==> src/rtl/ifu_pkg.sv <==
// Shared types and constants for the instruction fetch unit.
// The optional JR redirect is enabled by defining IFU_JR_EN.
package ifu_pkg;

    localparam logic [31:0] DEFAULT_RESET_PC = 32'h0000_3000;

    typedef enum logic [1:0] {
        NPC_SEQ    = 2'b00,
        NPC_BRANCH = 2'b01,
        NPC_JUMP   = 2'b10,
        NPC_JR     = 2'b11
    } npc_sel_t;

    typedef enum logic [1:0] {
        S_FETCH = 2'b00,
        S_ISSUE = 2'b01,
        S_FAULT = 2'b10
    } ifu_state_t;

endpackage

==> src/rtl/npc_calc.sv <==
// Combinational next-PC selection for the fetch unit.
// JR and the misaligned-target flag exist only when IFU_JR_EN is defined.
module npc_calc
    import ifu_pkg::*;
(
    input  logic [31:0] pc_plus4,
    input  logic [1:0]  npc_sel,
    input  logic        branch_taken,
    input  logic [15:0] imm16,
    input  logic [25:0] imm26,
    input  logic [31:0] rs_data,
    output logic [31:0] next_pc,
    output logic        misaligned
);

    logic [31:0] branch_off;

    assign branch_off = {{14{imm16[15]}}, imm16, 2'b00};

`ifndef IFU_JR_EN
    logic unused_rs;
    assign unused_rs = ^rs_data;
`endif

    always_comb begin
        next_pc    = pc_plus4;
        misaligned = 1'b0;
        case (npc_sel_t'(npc_sel))
            NPC_BRANCH: begin
                if (branch_taken) begin
                    next_pc = pc_plus4 + branch_off;
                end
            end
            NPC_JUMP: next_pc = {pc_plus4[31:28], imm26, 2'b00};
`ifdef IFU_JR_EN
            NPC_JR: begin
                next_pc    = rs_data;
                misaligned = (rs_data[1:0] != 2'b00);
            end
`endif
            default: next_pc = pc_plus4;
        endcase
    end

endmodule

==> src/rtl/instr_fetch_unit.sv <==
// Fetch stage: owns the PC, reads instruction memory over req/ack and holds one instruction for the decoder.
// Define IFU_JR_EN to enable jump-register redirects and the sticky misaligned-JR fault.
module instr_fetch_unit
    import ifu_pkg::*;
#(
    parameter logic [31:0] RESET_PC = DEFAULT_RESET_PC
) (
    input  logic        clk,
    input  logic        rst_n,
    output logic        imem_req,
    output logic [31:0] imem_addr,
    input  logic        imem_ack,
    input  logic [31:0] imem_rdata,
    output logic [31:0] instr,
    output logic        instr_valid,
    input  logic        stall,
    output logic [31:0] pc,
    output logic [31:0] pc_plus4,
    input  logic [1:0]  npc_sel,
    input  logic        branch_taken,
    input  logic [15:0] imm16,
    input  logic [25:0] imm26,
    input  logic [31:0] rs_data,
    output logic        fault
);

    ifu_state_t  state;
    logic [31:0] next_pc;
    logic        misaligned;

    assign imem_req  = (state == S_FETCH);
    assign imem_addr = pc;
    assign pc_plus4  = pc + 32'd4;

    npc_calc u_npc_calc (
        .pc_plus4     (pc_plus4),
        .npc_sel      (npc_sel),
        .branch_taken (branch_taken),
        .imm16        (imm16),
        .imm26        (imm26),
        .rs_data      (rs_data),
        .next_pc      (next_pc),
        .misaligned   (misaligned)
    );

    // misaligned is constant 0 without IFU_JR_EN, so fault and S_FAULT fold away
    always_ff @(posedge clk or negedge rst_n) begin
        if (!rst_n) begin
            state       <= S_FETCH;
            pc          <= RESET_PC;
            instr       <= '0;
            instr_valid <= 1'b0;
            fault       <= 1'b0;
        end else begin
            case (state)
                S_FETCH: begin
                    if (imem_ack) begin
                        instr       <= imem_rdata;
                        instr_valid <= 1'b1;
                        state       <= S_ISSUE;
                    end
                end
                S_ISSUE: begin
                    if (!stall) begin
                        pc          <= next_pc;
                        instr_valid <= 1'b0;
                        if (misaligned) begin
                            fault <= 1'b1;
                            state <= S_FAULT;
                        end else begin
                            state <= S_FETCH;
                        end
                    end
                end
                S_FAULT: state <= S_FAULT;
                default: state <= S_FETCH;
            endcase
        end
    end

endmodule
==> config.mk <==
export PLATFORM = sky130hd
export DESIGN_NAME = instr_fetch_unit
export DESIGN_NICKNAME = d
export VERILOG_FILES = /design/src/rtl/ifu_pkg.sv /design/src/rtl/npc_calc.sv /design/src/rtl/instr_fetch_unit.sv
export SDC_FILE = /design/constraint.sdc
export NUM_CORES = 1
export LEC_CHECK = 0
export ABC_AREA = 1
export CAP_MARGIN = 10
export CORE_ASPECT_RATIO = 0.5
export CORE_MARGIN = 2
export CORE_UTILIZATION = 27
export CTS_CLUSTER_SIZE = 8
export DETAILED_ROUTE_END_ITERATION = 8
export DONT_BUFFER_PORTS = 1
export PLACE_DENSITY = 0.42
export RECOVER_POWER = 100
export SKIP_CTS_REPAIR_TIMING = 1
export SYNTH_ARGS = -nofsm -noshare
export SYNTH_HDL_FRONTEND = slang
export SYNTH_SLANG_ARGS = --single-unit
==> constraint.sdc <==
create_clock -name clk -period 3.95 [get_ports clk]
set_clock_uncertainty 0.05 [all_clocks]
set_input_delay 0.395 -clock clk [delete_from_list [all_inputs] [get_ports clk]]
set_output_delay 0.395 -clock clk [all_outputs]
set_load 0.05 [all_outputs]
==> impl_metrics.json, run 1 <==
{
  "status": "finished with violations",
  "violations": "capacitance limit, slew limit",
  "antenna_found_initial": 0,
  "synth_xor_area_frac": 0.0230,
  "hold_ws_ps": 152,
  "wl_mm": 24.8,
  "synth_common_cells": "nand2_1, inv_1, nor2_1",
  "synth_fa_ha_area_frac": 0.0711,
  "ys_async_sr_fraction": 1.00,
  "path_max_fanout": 4,
  "drc": 0,
  "required_ps": 4120,
  "grt_remaining_overflow": 0,
  "vias_per_cell": 4.62,
  "die_h_um": 116,
  "root_buffer": "clkbuf_16",
  "syn_area_mm2": 0.00679,
  "ys_ff_latch": 65,
  "regToRegSetupSlack_ps": 250,
  "cts_inserted_buffers": 9,
  "synth_top_area_frac": 0.232,
  "place_area_mm2": 0.00731,
  "initial_core_util": 0.279,
  "cap_violations": 2,
  "clock_latency_ps": 340,
  "endpoint_kind": "flip-flop",
  "tns_ps": 0,
  "worstPathArrival_ps": 3870,
  "yosys_warnings": 0,
  "htreeDepth": 3,
  "leakagePower_nw": 3.99,
  "routabilityCongestion": 0.892,
  "grt_use_total": 0.189,
  "synth-simple-area-share": 0.360,
  "post-route-period-util": 0.936,
  "clock.fmax_ghz": 0.270,
  "holdCritPathClass": "in -> reg",
  "grt_pass1_vias": 6510,
  "ys_seq_area_frac": 0.240,
  "relSlewSlack": -0.163,
  "wl_per_cell_um": 17.1,
  "critPathKind": "reg -> reg",
  "timing.final.crit_period_ps": 3700,
  "ys.flop_type": "dfrtp_1",
  "synth_compound_area_frac": 0.101,
  "cts_tree": "done",
  "drive_gt1_frac": 0.0782,
  "fp.dieW_um": 228,
  "synthDistinctLibCells": 48,
  "dp.final_hpwl_mm": 20.8,
  "final_nets": 1259,
  "synth-edff-count": 0,
  "grt_pass1_wl_mm": 37.5,
  "synth_area_per_cell_um2": 6.26,
  "rsz0062_at_grt": "false",
  "synth_top_area_cell": "dfrtp_1",
  "ir_worst_vdd_v": 0.000327,
  "clkSlewWorstSetupHoldPaths_ps": 60,
  "portBuffers": 0,
  "final_area_mm2": 0.00742,
  "design.core.area_mm2": 0.0243,
  "report.final.slew_viol_count": 101,
  "grt_max_degree": 66,
  "synth_top_family_by_area": "simple AND/OR/NAND/NOR gates",
  "finalSetupViolations": 0,
  "clockBufferDepth": 2,
  "area_growth_pct": 9.27,
  "fp-row-count": 40,
  "ant_nets": 0,
  "final-hold-violation-count": 0,
  "muxShareOfSynthArea": 0.0531,
  "syn_inst": 1085,
  "cts.sinks": 65,
  "drt-initial-drc-count": 377,
  "cp-start-kind": "flip-flop",
  "die_area_mm2": 0.0265,
  "via_count": 6701,
  "ios": 244,
  "ys_top_cells_by_area": "dfrtp_1, nand2_1, inv_1",
  "antenna_cells": 0,
  "power_density_mw_per_mm2": 832,
  "synth_most_common_cell": "nand2_1",
  "dr.pass1.iters": 5,
  "tightest_slew_ps": 1750
}
[placed cells by master, fill, tap and decap left out, types with 3 or more instances in the layout]
| cell | instances |
|---|---|
| xnor2_1 | 3 |
| clkbuf_16 | 9 |
| o21bai_1 | 4 |
| xor2_1 | 12 |
| mux2_2 | 32 |
| conb_1 | 7 |
| nand4_1 | 9 |
| nand2_2 | 9 |
| inv_1 | 163 |
| nand2_1 | 384 |
| nor2_8 | 3 |
| o21ai_0 | 32 |
| and2_1 | 3 |
| a21oi_1 | 74 |
| clkbuf_1 | 52 |
| or2_2 | 4 |
| nand3_1 | 67 |
| ha_1 | 37 |
| nor2_1 | 87 |
| nor3_1 | 4 |
| buf_4 | 11 |
| dfrtp_1 | 63 |
| o21ai_1 | 5 |
[registers in the layout, indices dropped and copies added (netlist names)]
register / cells
state: 2
instr_valid: 1
imem_addr: 30
instr: 32
[metal layers]
layer	global-route usage	routed length, um	vias up
met5	0	0	-
met4	0.0327	225	0
met3	0.0388	1580	13
met1	0.277	12500	3084
li1	-	-	3401
met2	0.289	10500	203
[stage by stage]
step                      std cells  utilization  worst slack, ps  total power, mW
after CTS                      1447        0.313              372             6.38
after detailed placement       1431        0.301              432             5.53
after global placement         1431        0.301              368             5.53
final                          1449        0.305              252             6.17
after global routing           1449        0.305             19.3             6.64
after floorplan                1091            -             34.6             4.55
[power by group]
| group | internal, mW | switching, mW |
|---|---|---|
| sequential | 0.851 | 0.484 |
| combinational | 0.895 | 3.14 |
| clock | 0.492 | 0.317 |
[critical path: stages (launching register included)]
cell and delay, ps:
dfrtp_1 370, clkbuf_1 1030, xor2_2 330, ha_1 470, nand2_1 120, nor2_1 260
nand2_1 140, nor2_1 120, nand2_1 80, nand4_1 100, nand3_1 160, nand2_1 100
nand2_1 50, nand2_1 130, nand2_1 70
[path summary, 6_finish.rpt]
path	start	to	cells after the start
min in group asynchronous	rst_n	instr[15]	2
max	imem_addr[18]	imem_addr[24]	14
max reg2reg	imem_addr[18]	imem_addr[24]	14
max in group asynchronous	rst_n	imem_addr[25]	2
min reg2reg	state[0]	state[1]	1
min	imem_rdata[23]	instr[23]	1
[cell type report]
cell class,count,area [um^2]
flip-flops and latches,65,1630
well taps,336,420
fillers,2828,16900
repair buffers,65,293
inverters,166,623
multi-input cells,801,4150
clock inverters,7,76.3
clock buffers,9,225
[cell families (layout without fill, tap and decap cells)]
group	after synthesis	in the layout
flip-flops	65	65
buffers and inverters	225	247
AO/OA/AOI/OAI	127	127
multiplexers	32	32
XOR/XNOR	17	17
other	1	7
adder cells (fa/ha/maj)	38	38
AND/OR/NAND/NOR	580	580
Power figures use the tool's default switching activity.
==> run 2: changes to the inputs <==
Settings changed: PLACE_DENSITY 0.42 to 0.52.
==> impl_metrics.json, run 2 (synthesis results as in run 1) <==
{
  "cts.sinks": 65,
  "worstPathArrival_ps": 3830,
  "timing.final.crit_period_ps": 3650,
  "fp.dieW_um": 228,
  "routabilityCongestion": 0.937,
  "endpoint_kind": "flip-flop",
  "design.core.area_mm2": 0.0243,
  "clock_latency_ps": 330,
  "via_count": 6756,
  "fp-row-count": 40,
  "grt_pass1_vias": 6523,
  "slowest_stage": "ha_1",
  "drive_gt1_frac": 0.0833,
  "regToRegSetupSlack_ps": 300,
  "tns_ps": 0,
  "grt_max_degree": 66,
  "finalSetupViolations": 0,
  "cpMostUsedCell": "nand2_1",
  "hold_ws_ps": 154,
  "final_common_cell": "nand2_1",
  "tightest_slew_ps": 1750,
  "ant_nets": 0,
  "final-hold-violation-count": 0,
  "die_area_mm2": 0.0265,
  "final_cell_mix": "nand2_1, inv_1, nor2_1, a21oi_1, nand3_1",
  "regMostFlops": "instr",
  "ir_worst_vdd_v": 0.000332,
  "grt_pass1_wl_mm": 36.3,
  "final_util": 0.307,
  "wl_mm": 24.0,
  "fillers": 2767,
  "post-route-period-util": 0.925,
  "cp-start-kind": "flip-flop",
  "grt_remaining_overflow": 0,
  "path_max_fanout": 7,
  "grt_use_total": 0.179,
  "relSlewSlack": -0.169,
  "power_density_mw_per_mm2": 827,
  "initial_core_util": 0.279,
  "drt-initial-drc-count": 362,
  "cap_violations": 2,
  "leakagePower_nw": 4.03,
  "antenna_cells": 0,
  "cts_tree": "done",
  "fin_cells": 1453,
  "area_growth_pct": 9.87,
  "status": "finished with violations",
  "ios": 244,
  "slowest_delay_ps": 500,
  "final_nets": 1263,
  "clock.fmax_ghz": 0.274,
  "clkSlewWorstSetupHoldPaths_ps": 60,
  "required_ps": 4120,
  "drc": 0,
  "vias_per_cell": 4.65,
  "cts_inserted_buffers": 9,
  "portBuffers": 0,
  "root_buffer": "clkbuf_16",
  "rsz0062_at_grt": "false",
  "antenna_found_initial": 0,
  "report.final.slew_viol_count": 101,
  "violations": "capacitance limit, slew limit",
  "holdCritPathClass": "in -> reg",
  "dp.final_hpwl_mm": 20.0,
  "power.total_mw": 6.17,
  "critPathKind": "reg -> reg",
  "wl_per_cell_um": 16.5,
  "htreeDepth": 3,
  "die_h_um": 116,
  "path_cells": "nand2_1 > nor2_8 > inv_1 > nor2_1 > xnor2_1 > inv_1 > ha_1 > nand2_1 > nor2_1 > inv_1 > o21bai_1 > nand2_1 > nand4_1 > nand3_1 > nand2_1 > nand2_1 > nand2_1 > nand2_1",
  "dp.cells": 1435,
  "dr.pass1.iters": 5,
  "largest_register_ffs": 32,
  "clockBufferDepth": 2
}
-- run 2: cell types whose count changed in the layout (fill, tap and decap cells not counted), sizes merged --
cell / delta
inv: +1
buf: +9
clkbuf: -5
clkinv: -1
-- run 2: metal layers --
layer	global-route usage	routed length (um)	part of all wire	vias to the layer above
met5	0	0	0	-
met4	0.0597	569	0.024	0
met3	0.0327	1370	0.057	30
met2	0.296	10600	0.44	198
met1	0.238	11500	0.48	3121
li1	-	-	-	3407
-- run 2: where the power goes --
part / switching [mW] / internal, mW / total (mW)
Combinational: 3.13 / 0.918 / 4.05
Clock: 0.307 / 0.493 / 0.800
Sequential: 0.471 / 0.851 / 1.32
-- run 2: per-stage QoR --
step                setup slack, ps  cell area (um^2)
floorplan                      34.6              6810
global placement                480              7340
detailed placement              451              7340
CTS                             434              7640
global route                   65.7              7460
finish                          298              7460
-- run 2: cell type report --
type | count | area [um^2] | share of cell area
Sequential cell | 65 | 1630 | 0.218
Clock buffer | 9 | 225 | 0.0302
Multi-Input combinational cell | 801 | 4150 | 0.556
Inverter | 166 | 623 | 0.0835
Timing Repair Buffer | 69 | 342 | 0.0458
Tap cell | 336 | 420 | 0.0563
Clock inverter | 7 | 76.3 | 0.0102
-- run 2: path summary, 6_finish.rpt --
path	startpoint	endpoint	cells past startpoint
setup reg to reg	imem_addr[4]	imem_addr[24]	18
hold reg to reg	state[0]	state[1]	1
max in group asynchronous	rst_n	imem_addr[14]	2
setup / recovery	imem_addr[4]	imem_addr[24]	18
min in group asynchronous	rst_n	instr[19]	2
hold / removal	imem_rdata[8]	instr[8]	1
-- run 2: critical path, delay by kind of cell (launching register included) --
family,cells,cell delay (ps)
simple gates,12,1660
flops,1,490
compound gates,1,270
buf+inv,3,440
xor+xnor,1,160
fa+ha+maj,1,500
